File: config.mk
export PLATFORM = sky130hd
export DESIGN_NAME = quad_multi_flat
export DESIGN_NICKNAME = d
export VERILOG_FILES = /design/src/rtl/quad_multi_if.sv /design/src/rtl/quad_multi.sv /design/src/flat_wrapper.sv
export SDC_FILE = /design/constraint.sdc
export NUM_CORES = 1
export LEC_CHECK = 0
export ABC_AREA = 1
export CAP_MARGIN = 20
export CORE_AREA = 5 5 143 145
export CTS_BUF_LIST = sky130_fd_sc_hd__clkbuf_4 sky130_fd_sc_hd__clkbuf_8
export DETAILED_ROUTE_END_ITERATION = 10
export DIE_AREA = 0 0 148 150
export GPL_TIMING_DRIVEN = 0
export PLACE_DENSITY = 0.82
export SLEW_MARGIN = 5
export SYNTH_ARGS = -nofsm -noshare
export SYNTH_HDL_FRONTEND = slang
export SYNTH_SLANG_ARGS = --single-unit
File: constraint.sdc
create_clock -name clk -period 2.6 [get_ports clk]
set_input_delay 0.52 -clock clk [delete_from_list [all_inputs] [get_ports clk]]
set_output_delay 0.52 -clock clk [all_outputs]
set_load 0.05 [all_outputs]
File: src/rtl/quad_multi_if.sv
// Encoder pin and host-side register bundle for the multi-channel quadrature counter.
// The host/pin side uses the master view; the decoder core uses the slave view.
interface quad_multi_if #(
  parameter int CHANNELS = 4,
  parameter int WIDTH    = 16
);
  logic [CHANNELS-1:0]       A;
  logic [CHANNELS-1:0]       B;
  logic [CHANNELS-1:0]       Z;
  logic [CHANNELS-1:0]       index_arm;
  logic [CHANNELS-1:0]       index_mode;
  logic [CHANNELS-1:0]       count_clr;
  logic [CHANNELS-1:0]       error_clr;
  logic [CHANNELS*WIDTH-1:0] count;
  logic [CHANNELS*WIDTH-1:0] index_pos;
  logic [CHANNELS-1:0]       index_valid;
  logic [CHANNELS-1:0]       error;

  modport master (
    output A, B, Z, index_arm, index_mode, count_clr, error_clr,
    input  count, index_pos, index_valid, error
  );

  modport slave (
    input  A, B, Z, index_arm, index_mode, count_clr, error_clr,
    output count, index_pos, index_valid, error
  );
endinterface

File: src/rtl/quad_multi.sv
// Multi-channel x4 quadrature decoder with filtered index latch, clear-on-index
// and sticky illegal-transition detection; channels are fully independent.
module quad_multi #(
  parameter int CHANNELS = 4,
  parameter int WIDTH    = 16,
  parameter int SYNC     = 2,
  parameter int FILTER   = 4
) (
  input  logic         clk,
  input  logic         rst_n,
  quad_multi_if.slave  bus
);
  localparam int L = SYNC + FILTER - 1;

  logic [CHANNELS-1:0][WIDTH-1:0] count_all;
  logic [CHANNELS-1:0][WIDTH-1:0] pos_all;
  logic [CHANNELS-1:0]            valid_all;
  logic [CHANNELS-1:0]            err_all;

  for (genvar c = 0; c < CHANNELS; c++) begin : g_ch
    logic [SYNC:0]      a_sh_q, b_sh_q;
    logic [L-1:0]       z_sh_q;
    logic               stable_q, stable_d;
    logic               armed_q, armed_d;
    logic               valid_q, valid_d;
    logic               err_q, err_d;
    logic [WIDTH-1:0]   count_q, count_d;
    logic [WIDTH-1:0]   pos_q, pos_d;
    logic [WIDTH-1:0]   base;
    logic [FILTER-1:0]  win;
    logic               a, a_p, b, b_p;
    logic               step, illegal, dir, evt, latch;

    always_comb begin
      // Top SYNC-1 bit is the synchronised sample, the extra flop above it is the previous one
      a       = a_sh_q[SYNC-1];
      a_p     = a_sh_q[SYNC];
      b       = b_sh_q[SYNC-1];
      b_p     = b_sh_q[SYNC];
      step    = (a ^ a_p) ^ (b ^ b_p);
      illegal = (a ^ a_p) & (b ^ b_p);
      dir     = a ^ b_p;

      win      = z_sh_q[L-1 -: FILTER];
      stable_d = stable_q;
      if (&win)       stable_d = 1'b1;
      else if (~|win) stable_d = 1'b0;
      evt   = stable_d & ~stable_q;
      latch = evt & (armed_q | bus.index_arm[c]);

      // base is the count ignoring clear-on-index; it is also what the index latch captures
      base = count_q;
      if (bus.count_clr[c])  base = '0;
      else if (step)         base = dir ? count_q + WIDTH'(1) : count_q - WIDTH'(1);
      count_d = (latch && bus.index_mode[c]) ? '0 : base;

      pos_d   = pos_q;
      armed_d = armed_q;
      valid_d = valid_q;
      if (latch) begin
        pos_d   = base;
        valid_d = 1'b1;
        armed_d = 1'b0;
      end else if (bus.index_arm[c]) begin
        armed_d = 1'b1;
        valid_d = 1'b0;
      end

      err_d = illegal | (err_q & ~bus.error_clr[c]);
    end

    always_ff @(posedge clk) begin
      if (!rst_n) begin
        a_sh_q   <= '0;
        b_sh_q   <= '0;
        z_sh_q   <= '0;
        stable_q <= 1'b0;
        armed_q  <= 1'b0;
        valid_q  <= 1'b0;
        err_q    <= 1'b0;
        count_q  <= '0;
        pos_q    <= '0;
      end else begin
        a_sh_q   <= {a_sh_q[SYNC-1:0], bus.A[c]};
        b_sh_q   <= {b_sh_q[SYNC-1:0], bus.B[c]};
        z_sh_q   <= {z_sh_q[L-2:0], bus.Z[c]};
        stable_q <= stable_d;
        armed_q  <= armed_d;
        valid_q  <= valid_d;
        err_q    <= err_d;
        count_q  <= count_d;
        pos_q    <= pos_d;
      end
    end

    assign count_all[c] = count_q;
    assign pos_all[c]   = pos_q;
    assign valid_all[c] = valid_q;
    assign err_all[c]   = err_q;
  end

  assign bus.count       = count_all;
  assign bus.index_pos   = pos_all;
  assign bus.index_valid = valid_all;
  assign bus.error       = err_all;
endmodule

File: src/flat_wrapper.sv
// flat-port wrapper written by rule: the top's interface ports become plain ports
module quad_multi_flat 
#(
  parameter int CHANNELS = 4,
  parameter int WIDTH    = 16,
  parameter int SYNC     = 2,
  parameter int FILTER   = 4
)
  (clk, rst_n, bus_A, bus_B, bus_Z, bus_index_arm, bus_index_mode, bus_count_clr, bus_error_clr, bus_count, bus_index_pos, bus_index_valid, bus_error);
  quad_multi_if #(.CHANNELS(CHANNELS), .WIDTH(WIDTH)) bus_i ();
  input  logic clk;
  input  logic rst_n;
  input wire logic [$bits(bus_i.A)-1:0] bus_A;
  input wire logic [$bits(bus_i.B)-1:0] bus_B;
  input wire logic [$bits(bus_i.Z)-1:0] bus_Z;
  input wire logic [$bits(bus_i.index_arm)-1:0] bus_index_arm;
  input wire logic [$bits(bus_i.index_mode)-1:0] bus_index_mode;
  input wire logic [$bits(bus_i.count_clr)-1:0] bus_count_clr;
  input wire logic [$bits(bus_i.error_clr)-1:0] bus_error_clr;
  output wire logic [$bits(bus_i.count)-1:0] bus_count;
  output wire logic [$bits(bus_i.index_pos)-1:0] bus_index_pos;
  output wire logic [$bits(bus_i.index_valid)-1:0] bus_index_valid;
  output wire logic [$bits(bus_i.error)-1:0] bus_error;
  assign bus_i.A = bus_A;
  assign bus_i.B = bus_B;
  assign bus_i.Z = bus_Z;
  assign bus_i.index_arm = bus_index_arm;
  assign bus_i.index_mode = bus_index_mode;
  assign bus_i.count_clr = bus_count_clr;
  assign bus_i.error_clr = bus_error_clr;
  assign bus_count = bus_i.count;
  assign bus_index_pos = bus_i.index_pos;
  assign bus_index_valid = bus_i.index_valid;
  assign bus_error = bus_i.error;
  quad_multi #(.CHANNELS(CHANNELS), .WIDTH(WIDTH), .SYNC(SYNC), .FILTER(FILTER)) u_core (.clk(clk), .rst_n(rst_n), .bus(bus_i));
endmodule
# Word level (Yosys, flattened, before mapping)
# Cells that the tools add are included.
# word_totals
reg_bits	188
in_bits	30
out_inout_bits	136
elab_cells	145
# classes
add_sub_neg	8
muxes	28
n_bitwise	49
n_reduce_logical	24
# op_table
op	n
$mux W16	12
$add A16 B1 Y16 const B	4
$sub A16 B1 Y16 const B	4
$and A1 B1 Y1	16
$mux W1	16
$reduce_and A4 Y1	4
$reduce_or A2 Y1	8
$reduce_or A4 Y1	4
$xor A1 B1 Y1	16
$not A1 Y1	9
$or A1 B1 Y1	8
$reduce_bool A2 Y1	4
$logic_and A1 B1 Y1	4

# Longest topological paths before layout
# logic_depth
word_depth	7
depth_mapped	17

# Worst setup path after synthesis
# No wires, ideal clock.
# synth_timing
kind	reg2reg
start	register u_core.g_ch[3].count_q[1]
end	register u_core.g_ch[3].pos_q[8]
setup_ns	0.134
arrival_time_ns	1.927
setup_slack_ns	0.539
path_stages_with_launch	15
period_less_slack_ns	2.061
path_cell_list	dfxtp_1 nand3_1 nand2_1 inv_1 ha_1 inv_1 nand2_1 nand2_1 nand2_1 nand2_1 nand2_1 nand2_1 nand2_1 o21ai_0 a21oi_1
# synth_between
elab_chain_cells	4
elab_cells_between_ends	5
# synth_lines
item	line	source
from (decl)	quad_multi.sv:27	logic [WIDTH-1:0] count_q, count_d;
from (signal assigned)	quad_multi.sv:91	count_q <= count_d;
$sub A16 B1 Y16 / $add A16 B1 Y16 (equally long branches)	quad_multi.sv:54	else if (step) base = dir ? count_q + WIDTH'(1) : count_q - WIDTH'(1);
$mux W16 * (2 in series)	quad_multi.sv:54	
$mux W16 *	quad_multi.sv:53	if (bus.count_clr[c]) base = '0;
to (signal assigned)	quad_multi.sv:92	pos_q <= pos_d;
to (decl)	quad_multi.sv:28	logic [WIDTH-1:0] pos_q, pos_d;
# Every way passes the cells marked *; elsewhere a longest branch is shown, timed or not.
# A chain may end at the register's enable or synchronous reset.

# Final worst setup path
# layout_timing
start	register u_core.g_ch[3].count_q[0]
end	output port bus_count[48]
# layout_rtl
item	line	source
to (decl)	flat_wrapper.sv:20	output wire logic [$bits(bus_i.count)-1:0] bus_count;
# No word-level cell between the ends.

==> impl_metrics.tcl <==
set metrics [dict create \
    cts_resized 0 \
    crit_path_cell_trace "clkdlybuf4s50_1" \
    dpl_cell_area_um2 12400 \
    fin_crit_ns 2.34 \
    power_density_nw_per_um2 566 \
    rrSetupSlack_ns 0.31 \
    cap_violations 0 \
    finalCritPeriodShare 0.900 \
    ys_warn_count 0 \
    arrival_ns 1.82 \
    postCtsHoldBufs 0 \
    grt_max_degree 17 \
    grt_usage 0.271 \
    dpl.hpwl_um 23600 \
    hold_viol 0 \
    syn-num-nets 1652 \
    n_antenna_cell 0 \
    netlist.area_leader.share 0.359 \
    core-area_um2 19100 \
    ys_seq_area_frac 0.359 \
    crit_fanout 7 \
    root_buffer "clkbuf_8" \
    worstPathRequired_ns 2.08 \
    clockBufferDepth 2 \
    tns_ns 0 \
    h-tree-depth 4 \
    via_per_inst 5.31 \
    postCtsSetupBuffers 0 \
    synthArstFlopShare 0 \
    ioPinCount 166 \
    reg2regPathDepth 6 \
    synthFlopType "dfxtp_1" \
    dr.first_iter.drc_count 766 \
    min_to "u_core.g_ch[0].z_sh_q[1]" \
    fmax_mhz 427 \
    cp-start-kind "flop" \
    routedWlPerCell_um 15.0 \
    tightest_slew_ns 0.689 \
    hold_path.class "reg2reg" \
    grt-ovfl-total 0 \
    clk_latency_ns 0.46 \
    fin_skew_ns 0.0112 \
    die_area_um2 22200 \
    syn2layout_area_growth_pct 22.1 \
    drive_gt1_frac 0.0930 \
    leakage_uw 0.00601 \
    finish.net_count 1832 \
    synth.area.top_cells "dfxtp_1 36%, nand2_1 16%, inv_1 7.6%, a21oi_1 6.4%, nor2_1 5.4%" \
    synth_area_um2 10500 \
    holdCritStartpoint "u_core.g_ch[0].z_sh_q[0]" \
    ir_drop_v 0.000345 \
    row_count 51 \
    slowest_stage "clkdlybuf4s50_1" \
    fillCellCount 1765 \
    clk_pin_slew_ns 0.09 \
    ys_top_cells_by_count "446 x nand2_1, 212 x inv_1, 188 x dfxtp_1" \
    antenna_found_initial 0 \
    grt_pass1_wl_um 49000 \
    rsz0062_at_grt "no" \
    r2r_end "u_core.g_ch[0].pos_q[7]" \
    die_y_um 150 \
    cts-buffers-inserted 17 \
    worstReg2RegStart "u_core.g_ch[0].b_sh_q[2]" \
    cpLargestDelayFamily "buffers and inverters" \
    initial_core_util 0.549 \
    first_pass_iters 5 \
    grt_pass1_vias 9913 \
    syn_inst 1614 \
    num_vias 10800 \
    yosysMostFrequentCell "nand2_1" \
    slew_headroom 0.541 \
    syn_avg_cell_area_um2 6.49 \
    cts_tree "yes" \
    path_buf_inv 1 \
    yosysUniqueCellTypes 35 \
    setup_violations 0 \
    status "finished, final reports clean" \
    gp_congestion 0.966 \
    synth_edf_count 0 \
    final_area_um2 12800 \
    portBuffers 161 \
    yosysTopAreaCell "dfxtp_1" \
    clock_sinks 188 \
    max_stage_delay_ns 0.89 \
    postRouteAntennaNets 0 \
    path_class "reg2out" \
    ys_ff_latch 188 \
    whs_path_depth 2 \
    finish.utilization 0.671 \
    finalWirelength_um 30600 \
    drc_errors 0 \
    slew_viol_final 0 \
    register_area_um2 3760 \
    worst_setup_path_end_kind "output port" \
    die_x_um 148 \
    multi_input_area_um2 5460 \
]
==> registers in the layout, indices dropped and copies added, names as in the netlist <==
name	flops
u_core.g_ch.z_sh_q	20
u_core.g_ch.count_q	64
u_core.g_ch.stable_q	4
u_core.g_ch.err_q	4
u_core.g_ch.valid_q	4
u_core.g_ch.a_sh_q	12
u_core.g_ch.b_sh_q	12
u_core.g_ch.pos_q	64
u_core.g_ch.armed_q	4
==> power breakdown <==
part           internal [uW]  switching [uW]  total (uW)
Clock                    969            1030        2000
Sequential              2970            86.5        3060
Combinational            726            1450        2180
==> final cells by class <==
class | instances | share of cell area
multi-input cells | 1123 | 0.427
well taps | 238 | 0.0233
repair buffers | 161 | 0.126
clock inverters | 9 | 0.00851
flip-flops and latches | 188 | 0.294
clock buffers | 22 | 0.0232
plain buffers | 70 | 0.0298
inverters | 233 | 0.0684
==> cells in the final DEF, fill, tap and decap left out, drive strengths merged <==
cell type      instances
a21boi                 2
a21oi                147
a41o                   8
a41oi                 31
buf                   30
bufinv                 2
clkbuf                62
clkdlybuf4s50        161
clkinv                 4
clkinvlp               1
dfxtp                188
ha                     8
inv                  235
nand2                502
nand3                 95
nand3b                 2
nor2                 166
nor3                  17
nor4                  12
o211ai                 2
o21ai                 99
o21bai                 4
o41ai                  5
xnor2                  6
xor2                  17
==> metrics by stage <==
stage	hold slack, ns	total power, uW	std cells	setup slack [ns]
2_1_floorplan	0.390	4710	1614	0.539
3_3_place_gp	0.394	5230	2013	0.0249
3_5_place_dp	0.396	5270	2013	-0.00858
4_1_cts	0.418	7250	2044	0.169
5_1_grt	0.440	7640	2044	0.0748
6_report	0.416	7240	2044	0.261
==> cell families after synthesis <==
| group | after synthesis | synth area share |
|---|---|---|
| and+or+nand+nor | 794 | 0.325 |
| buffers and inverters | 303 | 0.120 |
| AOI/OAI and AO/OA | 298 | 0.167 |
| DFF | 188 | 0.359 |
| xor gates and xnor gates | 23 | 0.0192 |
| adders and majority gates | 8 | 0.00955 |
==> how the worst max path moves through the flow <==
stage,from,to,cells past startpoint
floorplan,u_core.g_ch[3].count_q[1],u_core.g_ch[3].pos_q[8],14
global placement,rst_n,u_core.g_ch[3].pos_q[15],5
detailed placement,rst_n,u_core.g_ch[3].pos_q[15],5
CTS,u_core.g_ch[3].a_sh_q[1],u_core.g_ch[3].pos_q[2],7
global route,u_core.g_ch[3].a_sh_q[1],u_core.g_ch[3].pos_q[8],16
finish,u_core.g_ch[3].count_q[0],bus_count[48],1
==> layer usage <==
layer / part of all wire / global-route usage
met2: 0.47 / 0.460
met1: 0.45 / 0.353
met5: 0 / 0
met3: 0.061 / 0.0448
met4: 0.019 / 0.0845
Power figures use the tool's default switching activity.
